`config.mk`:
```
export PLATFORM = sky130hd
export DESIGN_NAME = mem_port_arbiter
export DESIGN_NICKNAME = d
export VERILOG_FILES = /design/src/rtl/mem_port_arbiter.sv
export SDC_FILE = /design/constraint.sdc
export NUM_CORES = 1
export LEC_CHECK = 0
export BUFFER_PORTS_ARGS = -buffer_cell sky130_fd_sc_hd__buf_2
export CORE_ASPECT_RATIO = 1.1
export CORE_MARGIN = 5
export CORE_UTILIZATION = 42
export CTS_CLUSTER_DIAMETER = 150
export DETAILED_ROUTE_END_ITERATION = 16
export PLACE_DENSITY = 0.84
export SLEW_MARGIN = 15
export SYNTH_ARGS = -nofsm -noshare
export SYNTH_HDL_FRONTEND = slang
export SYNTH_SLANG_ARGS = --single-unit
```
`constraint.sdc`:
```
create_clock -name CLK -period 1.75 [get_ports CLK]
set_input_delay 0.0875 -clock CLK [delete_from_list [all_inputs] [get_ports CLK]]
set_output_delay 0.0875 -clock CLK [all_outputs]
set_load 0.05 [all_outputs]
```
`src/rtl/mem_port_arbiter.sv`:
```
// Shares one single-port memory between instruction fetch (I) and MEM-stage data (D) requesters.
// Define ARB_RR_EN for round-robin tie-breaking; the default build gives D fixed priority over I.
module mem_port_arbiter #(
    parameter int LATENCY = 2,
    parameter int AW      = 32,
    parameter int DW      = 32
) (
    input  logic          CLK,
    input  logic          Reset,
    input  logic          IReq,
    input  logic [AW-1:0] IAddr,
    output logic [DW-1:0] IRData,
    output logic          IReady,
    output logic          IStall,
    input  logic          DReq,
    input  logic          DWe,
    input  logic [AW-1:0] DAddr,
    input  logic [DW-1:0] DWData,
    output logic [DW-1:0] DRData,
    output logic          DReady,
    output logic          DStall,
    output logic          MemEn,
    output logic          MemWe,
    output logic [AW-1:0] MemAddr,
    output logic [DW-1:0] MemWData,
    input  logic [DW-1:0] MemRData
);

    localparam int CW = $clog2(LATENCY) + 1;

    typedef enum logic [1:0] {
        IDLE   = 2'd0,
        ACCESS = 2'd1,
        DONE   = 2'd2
    } state_t;

    state_t        state_reg;
    logic [CW-1:0] cnt_reg;
    logic          gnt_d_reg;
    logic          grant_d;

`ifdef ARB_RR_EN
    // Owner of the most recent grant; starts at I so D wins the first tie.
    logic last_d_reg;

    always_comb begin
        grant_d = DReq & (~IReq | ~last_d_reg);
    end

    always_ff @(posedge CLK or negedge Reset) begin
        if (!Reset) begin
            last_d_reg <= 1'b0;
        end else if (state_reg == IDLE && (IReq || DReq)) begin
            last_d_reg <= grant_d;
        end
    end
`else
    always_comb begin
        grant_d = DReq;
    end
`endif

    // Stalls see the registered Ready so a held request drops its stall in the Ready cycle.
    assign IStall = IReq & ~IReady;
    assign DStall = DReq & ~DReady;

    always_ff @(posedge CLK or negedge Reset) begin
        if (!Reset) begin
            state_reg <= IDLE;
            cnt_reg   <= '0;
            gnt_d_reg <= 1'b0;
            MemEn     <= 1'b0;
            MemWe     <= 1'b0;
            MemAddr   <= '0;
            MemWData  <= '0;
            IRData    <= '0;
            DRData    <= '0;
            IReady    <= 1'b0;
            DReady    <= 1'b0;
        end else begin
            case (state_reg)
                IDLE: begin
                    IReady <= 1'b0;
                    DReady <= 1'b0;
                    if (IReq || DReq) begin
                        state_reg <= ACCESS;
                        cnt_reg   <= CW'(LATENCY - 1);
                        gnt_d_reg <= grant_d;
                        MemEn     <= 1'b1;
                        if (grant_d) begin
                            MemAddr  <= DAddr;
                            MemWe    <= DWe;
                            MemWData <= DWData;
                        end else begin
                            // Fetches are always reads; MemWData keeps its last value.
                            MemAddr <= IAddr;
                            MemWe   <= 1'b0;
                        end
                    end
                end

                ACCESS: begin
                    if (cnt_reg != '0) begin
                        cnt_reg <= cnt_reg - 1'b1;
                    end else begin
                        state_reg <= DONE;
                        MemEn     <= 1'b0;
                        if (gnt_d_reg) begin
                            DReady <= 1'b1;
                            if (!MemWe) begin
                                DRData <= MemRData;
                            end
                        end else begin
                            IReady <= 1'b1;
                            IRData <= MemRData;
                        end
                    end
                end

                DONE: begin
                    // Always pass through IDLE so a still-held request is not served twice.
                    IReady    <= 1'b0;
                    DReady    <= 1'b0;
                    state_reg <= IDLE;
                end

                default: begin
                    state_reg <= IDLE;
                    MemEn     <= 1'b0;
                    IReady    <= 1'b0;
                    DReady    <= 1'b0;
                end
            endcase
        end
    end

endmodule

```
# Yosys cells after proc, flatten, opt, wreduce, memory -nomap -nowiden
# Cells that the tools add are included.
# op_classes
n_addsub,1
multipliers,0
n_div,0
magnitude_cmp,0
eq_ne,7
shifts,0
n_mux,16
bitwise,8
reduce_logical,13
# ops
op,n
32-bit two-way mux,1
3-bit AND reduction,4
2-bit != test (second input constant),5
1-bit two-way mux,9
2-bit case mux with 2 select lines,2
2-bit AND reduction,4
2-bit two-way mux,3
1-bit NOT,6
4-bit AND reduction,1
2-bit nonzero test,2
1-bit case mux with 3 select lines,1
1-bit bitwise AND,2
2-bit by 1-bit == test with 1-bit output (second input constant),1
2-bit == test (second input constant),1
2-bit zero test,1
2-bit by 1-bit subtractor with 2-bit output (second input constant),1
1-bit logical OR,1
# totals
register_bits,137
latch_bits,0
ram_bits,0
mem_bits_ro,0
in_bits,133
output_inout_bits,134
elab_cells,56
memories,0

# Longest topological paths before layout
# Gate-level depths: netlist of the first run.
# depth
depth_word,3
ltp_mapped,7
ltp_nobuf,5

# Least setup slack after synthesis of the first run
# No wires, ideal clock.
# synth_timing
kind,reg-to-reg
start,register cnt_reg[0]
end,register DRData[0]
setup_time_ps,125
t_arrival_ps,1573
required_time_ps,1625
slack_ps,52
stages_incl_launch_ff,7
path_buffers,1
synth_period_minus_slack_ps,1698
path_cell_list,dfrtp_1 -> inv_1 -> ha_1 -> nand3b_4 -> nor3b_4 -> buf_4 -> mux2_2
# synth_between
elab_chain_cells,3
# synth_lines
item,line,source
from (decl),38,logic [CW-1:0] cnt_reg;
from (signal assigned),87,cnt_reg <= CW'(LATENCY - 1);
from (signal assigned),104,cnt_reg <= cnt_reg - 1'b1;
2-bit nonzero test,103,if (cnt_reg != '0) begin
1-bit NOT (no line),n/a,
4-bit AND reduction (no line),n/a,
to (signal assigned),111,DRData <= MemRData;
to (decl),19,"output logic [DW-1:0] DRData,"
# Every way passes these cells.
# A chain may end at the register's enable or synchronous reset.

# Worst setup path in the final report of the first run
# layout_timing
start,register cnt_reg[1]
end,register DRData[11]
# The elaborated chain is that of the path after synthesis.

==> summary.md, run 1 <==
| Metric | Value |
|---|---|
| Clk buf depth | `2` |
| Post-Syn Area per Cell | `14.4 um2` |
| Net Count, Synth | `518` |
| Antenna violations before repair | `0` |
| Flops & latches, synth | `137` |
| Vias per inst | `5.12` |
| Detailed-route via count | `4877` |
| Worst setup EP type | `flip-flop` |
| F_max | `0.596 GHz` |
| Ys flop type | `dfrtp_1` |
| Worst hold path type | `input port to flip-flop` |
| Worst Tran Pin Value | `0.593 ns` |
| Core Util, Final | `0.684` |
| Fin. Hold Viols | `0` |
| CTS root buf | `clkbuf_16` |
| Setup WS pre-CTS | `-0.0201 ns` |
| TritonCTS clock tree | `yes` |
| Critical Path AT | `1.96 ns` |
| Tcrit/Tclk final | `0.959` |
| Slew Viols, Final | `0` |
| Warnings from Yosys | `0` |
| Cell area after synthesis | `5520 um2` |
| GRT Overall Usage | `0.233` |
| Crit path launch type | `flip-flop` |
| Mapped Cells | `384` |
| Die X | `119 um` |
| Fin crit period | `1.68 ns` |
| Largest net degree at the start of global routing | `48` |
| ANT cells | `0` |
| Register area share after synthesis | `0.621` |
| Post-synth EDFFs | `0` |
| Share of layout cells above drive strength 1 | `0.511` |
| Ports | `267` |
| CTS Buf Count | `17` |
| RePlAce Congestion | `0.790` |
| # DRC | `0` |
| Layout area overhead | `61.6%` |
| Post-layout nets | `912` |
| Synth cell types | `27` |
| Core ar. | `13000 um2` |
| DPL Wire Length | `10400 um` |
| Final Power | `20.5 mW` |
| Max_slew headroom | `0.605` |
| DRT Pass-1 Iters | `4` |
| Finished Layout Cells | `952` |
| Final setup viols | `0` |
| Initial drt markers | `269` |
| Initial Util | `0.423` |
| CP max FO | `16` |
| Clock Latency Late Sink | `0.41 ns` |
| Routed length per instance | `18.8 um` |
| First-pass GRT wire length | `28500 um` |
| RSZ-0062 raised after global routing | `false` |
| Die height | `130 um` |
| Data required, critical path | `2.03 ns` |
| DP Cell Count | `798` |
| Final worst slack | `0.0715 ns` |
| Detail Route Antenna Nets | `0` |
| Reg clk slew, reported paths | `0.06 ns` |
| Max cap viols | `0` |
| CP Class | `flip-flop to flip-flop` |
| DRT Wirelength | `17900 um` |
| Async S/R FF share, synth | `1.00` |
| Num rows | `44` |
| Full die area | `15500 um2` |
| P per Cell Area | `2290 nW/um2` |
| Leakage power | `4.33 nW` |
| Clk_skew | `0.00828 ns` |
| H-tree levels | `4` |
| Vias in the first global route | `5512` |
| Gr ovfl total | `0` |
| Peak VDD IR | `1230 uV` |
| Clk sinks | `137` |
| Status | `complete, no violations` |
| Port Buffers | `266` |
through the flow:
step,hold WS (ns),setup TNS (ns),instance area [um2]
after floorplan,-0.208,0,5520
after CTS,0.00322,0,8970
final,0.0260,0,8920
after global routing,0.0140,0,8920
after detailed placement,0.0433,-0.173,7060
after global placement,0.0397,0,7060
cell usage in the layout (no fill, tap or decap), types with 2 or more instances in the layout:
cell,synthesis,layout
buf_2,6,265
dfrtp_1,137,137
dlygate4sd3_1,0,121
mux2_2,86,86
a21oi_1,66,66
mux2i_1,33,33
clkbuf_16,0,17
mux2_1,10,10
buf_4,3,6
buf_12,0,5
bufinv_16,0,4
clkinv_4,0,4
inv_1,5,3
nand2_1,3,3
clkinvlp_4,0,3
buf_6,7,3
inv_2,0,2
nor2b_1,2,2
nor2_2,2,2
and2_1,2,2
a21o_1,2,2
clkinv_2,0,2
layout make-up:
| cell class | instances | area [um2] |
|---|---|---|
| clock buffers | 18 | 439 |
| flip-flops and latches | 137 | 3430 |
| multi-input cells | 217 | 1920 |
| well taps | 161 | 201 |
| fillers | 859 | 4130 |
| inverters | 5 | 18.8 |
| clock inverters | 14 | 196 |
| repair buffers | 400 | 2720 |
metal layers:
metal	track usage	up-vias	share of wire
met5	0	-	0
met4	0.107	0	0.030
met3	0.0685	42	0.091
met2	0.403	332	0.50
met1	0.270	2346	0.38
li1	-	2157	-
critical path, cell delays in order (launching register included):
cell and delay, ns:
dfrtp_1 0.38, inv_2 0.08, ha_4 0.15, nand3b_4 0.11
nor3b_4 0.23, buf_6 0.24, mux2_2 0.37
repair_timing:
action | 4_1_cts | 5_1_grt
endpoints found under the setup margin | 32 | 32
setup buffers | 2 | 0
cloned | 1 | 0
endpoints found under the hold margin | 233 | 0
gates resized for setup | 7 | 0
hold buffers | 121 | 0
pin swaps | 2 | 1
worst paths after layout:
| check | start | end | slack (ns) | cells after the start |
|---|---|---|---|---|
| min in group asynchronous | Reset | IRData[31] | 0.21 | 2 |
| min | DAddr[18] | MemAddr[18] | 0.03 | 3 |
| max | cnt_reg[1] | DRData[11] | 0.07 | 6 |
| max in group asynchronous | Reset | IRData[26] | 0.93 | 3 |
| max reg2reg | cnt_reg[1] | DRData[11] | 0.07 | 6 |
| min reg2reg | MemWData[27] | MemWData[27] | 0.49 | 1 |
where the power goes:
part	internal [mW]	switching [mW]	leakage [nW]
clock	2.43	1.39	0.302
sequential	4.78	0.978	1.61
combinational	3.05	7.83	2.42
total	10.3	10.2	4.33
cells in the mapped netlist (2+ instances only):
| cell | instances | area, um2 |
|---|---|---|
| mux2_1 | 10 | 113 |
| mux2i_1 | 33 | 330 |
| buf_2 | 6 | 30.0 |
| nand2_1 | 3 | 11.3 |
| dfrtp_1 | 137 | 3430 |
| nor2b_1 | 2 | 12.5 |
| buf_4 | 3 | 22.5 |
| clkbuf_1 | 6 | 22.5 |
| mux2_2 | 86 | 968 |
| buf_6 | 7 | 78.8 |
| inv_1 | 5 | 18.8 |
| and2_1 | 2 | 12.5 |
| a21o_1 | 2 | 15.0 |
| a21oi_1 | 66 | 330 |
| nor2_2 | 2 | 12.5 |
| buf_1 | 3 | 11.3 |
cell families (layout without fill, tap and decap cells):
| kind of cell | count (synthesis) | after routing | synth area share |
|---|---|---|---|
| compound gates | 71 | 71 | 0.0662 |
| fa+ha+maj | 1 | 1 | 0.00227 |
| buf+inv | 30 | 437 | 0.0333 |
| flops | 137 | 137 | 0.621 |
| mux | 129 | 129 | 0.256 |
| simple gates | 16 | 16 | 0.0211 |
(Power assumes the default switching activity.)
==> inputs of run 2 (changes only) <==
Settings changed: PLACE_DENSITY 0.84 to default, PLACE_DENSITY_LB_ADDON from default to 0.2.
==> run 2 against run 1 <==
Global-route usage is 2.8 points lower. Fmax shrank 3.2%. Combinational power about the same. Sequential cell count did not move. Critical path depth increased by 1. Via count shrank 6.5%. Cell count grew 0.11%. Final area rose by 0.46%. Sequential share of layout area shrank 0.18 points. Clock power is 4% lower. Register-to-register slack got worse by 0.05 ns. Non-clock buffer count rose by 1. Highest routed layer unchanged.
==> summary.md, run 2 (synthesis results as in run 1) <==
| Metric | Value |
|---|---|
| CP Launch Point | `cnt_reg[1]` |
| First-pass GRT wire length | `25100 um` |
| Worst Tran Pin Value | `0.545 ns` |
| Gr ovfl total | `0` |
| Max_slew headroom | `0.637` |
| Clk buf depth | `2` |
| Clk sinks | `137` |
| Clock Latency Late Sink | `0.41 ns` |
| Crit path launch type | `flip-flop` |
| Initial drt markers | `195` |
| CTS Buf Count | `17` |
| Hold path startpoint | `DAddr[23]` |
| RSZ-0062 raised after global routing | `true` |
| Die height | `130 um` |
| Reg clk slew, reported paths | `0.05 ns` |
| RePlAce Congestion | `0.770` |
| Reg2reg start | `cnt_reg[1]` |
| Largest net degree at the start of global routing | `59` |
| Share of layout cells above drive strength 1 | `0.511` |
| Port Buffers | `266` |
| CP Class | `flip-flop to flip-flop` |
| Final setup viols | `0` |
| Detailed-route via count | `4559` |
| Vias per inst | `4.78` |
| Ports | `267` |
| Die X | `119 um` |
| Clk_skew | `0.0125 ns` |
| DRT Pass-1 Iters | `4` |
| Num rows | `44` |
| Most frequent cells in the layout | `buf_2, dfrtp_1, dlygate4sd3_1` |
| Detail Route Antenna Nets | `0` |
| F_max | `0.577 GHz` |
| Fin. Hold Viols | `0` |
| Routed length per instance | `17.0 um` |
| Slew Viols, Final | `0` |
| # DRC | `0` |
| Layout area overhead | `62.4%` |
| Vias in the first global route | `5160` |
| Full die area | `15500 um2` |
| Antenna violations before repair | `0` |
| TritonCTS clock tree | `yes` |
| Peak VDD IR | `1140 uV` |
| P per Cell Area | `2260 nW/um2` |
| H-tree levels | `4` |
| Status | `complete, no violations` |
| Leakage power | `4.37 nW` |
| DRT Wirelength | `16200 um` |
| Worst hold path type | `input port to flip-flop` |
| CP max FO | `8` |
| Core ar. | `13000 um2` |
| DP Cell Count | `799` |
| Post-layout nets | `913` |
| Fin crit period | `1.73 ns` |
| Tcrit/Tclk final | `0.990` |
| Finished Layout Cells | `953` |
| Most common cell after layout, fill and taps aside | `buf_2` |
| Critical Path AT | `2.02 ns` |
| Max cap viols | `0` |
| Initial Util | `0.423` |
| GRT Overall Usage | `0.205` |
| Data required, critical path | `2.04 ns` |
| DPL Wire Length | `10500 um` |
| ANT cells | `0` |
| CTS root buf | `clkbuf_16` |
| Worst setup EP type | `flip-flop` |
| Setup TNS | `0 ns` |
run 2: worst max-delay path, cell delays in order, from the launching register on:
cell,delay [ns]
dfrtp_1,0.39
inv_2,0.09
ha_4,0.15
nand3b_4,0.10
nor3b_4,0.24
buf_6,0.15
clkbuf_16,0.15
mux2_2,0.33
run 2: worst paths after layout:
path,to,slack [ns],depth (start not counted)
max,DRData[5],0.02,7
min,MemAddr[23],0.004,3
max reg2reg,DRData[5],0.02,7
min reg2reg,MemEn,0.47,2
max in group asynchronous,MemWData[5],0.97,3
min in group asynchronous,MemWData[17],0.10,2
run 2: per-stage QoR:
step | hold WS, ns | area, um2 | util | total power, mW | setup WS, ns
after floorplan | -0.208 | 5520 | - | 13.6 | 0.0517
after global placement | -0.0468 | 7040 | 0.540 | 16.0 | 0.0659
after detailed placement | -0.0379 | 7040 | 0.540 | 16.2 | 0.0381
after CTS | 0.00151 | 8820 | 0.676 | 20.1 | 0.0268
after global routing | 0.00171 | 8960 | 0.687 | 21.2 | -0.0322
final | 0.00439 | 8960 | 0.687 | 20.2 | 0.0167
run 2: timing repair:
item | 4_1_cts | 5_1_grt
setup endpoints to repair | 0 | 32
resized for setup | 0 | 17
hold buffers | 117 | 0
endpoints found under the hold margin | 262 | 0
buffers inserted | 0 | 2
run 2: layout make-up:
type	instances	area, um2
Tap cell	161	201
Inverter	5	18.8
Fill cell	952	4090
Clock inverter	6	111
Sequential cell	137	3430
Multi-Input combinational cell	217	1960
Clock buffer	26	499
Timing Repair Buffer	401	2740
run 2: per-layer routing:
layer	GRT usage	part of all wire	routed length, um	vias to the layer above
met5	0	0	0	-
met4	0.0975	0.027	431	0
met3	0.0542	0.061	986	29
met2	0.376	0.54	8680	162
met1	0.222	0.38	6110	2214
li1	-	-	-	2154
run 2: where the power goes:
part | internal, mW | switching, mW | total, mW
combinational | 3.17 | 7.76 | 10.9
clock | 2.39 | 1.26 | 3.65
sequential | 4.78 | 0.878 | 5.66
total | 10.3 | 9.90 | 20.2
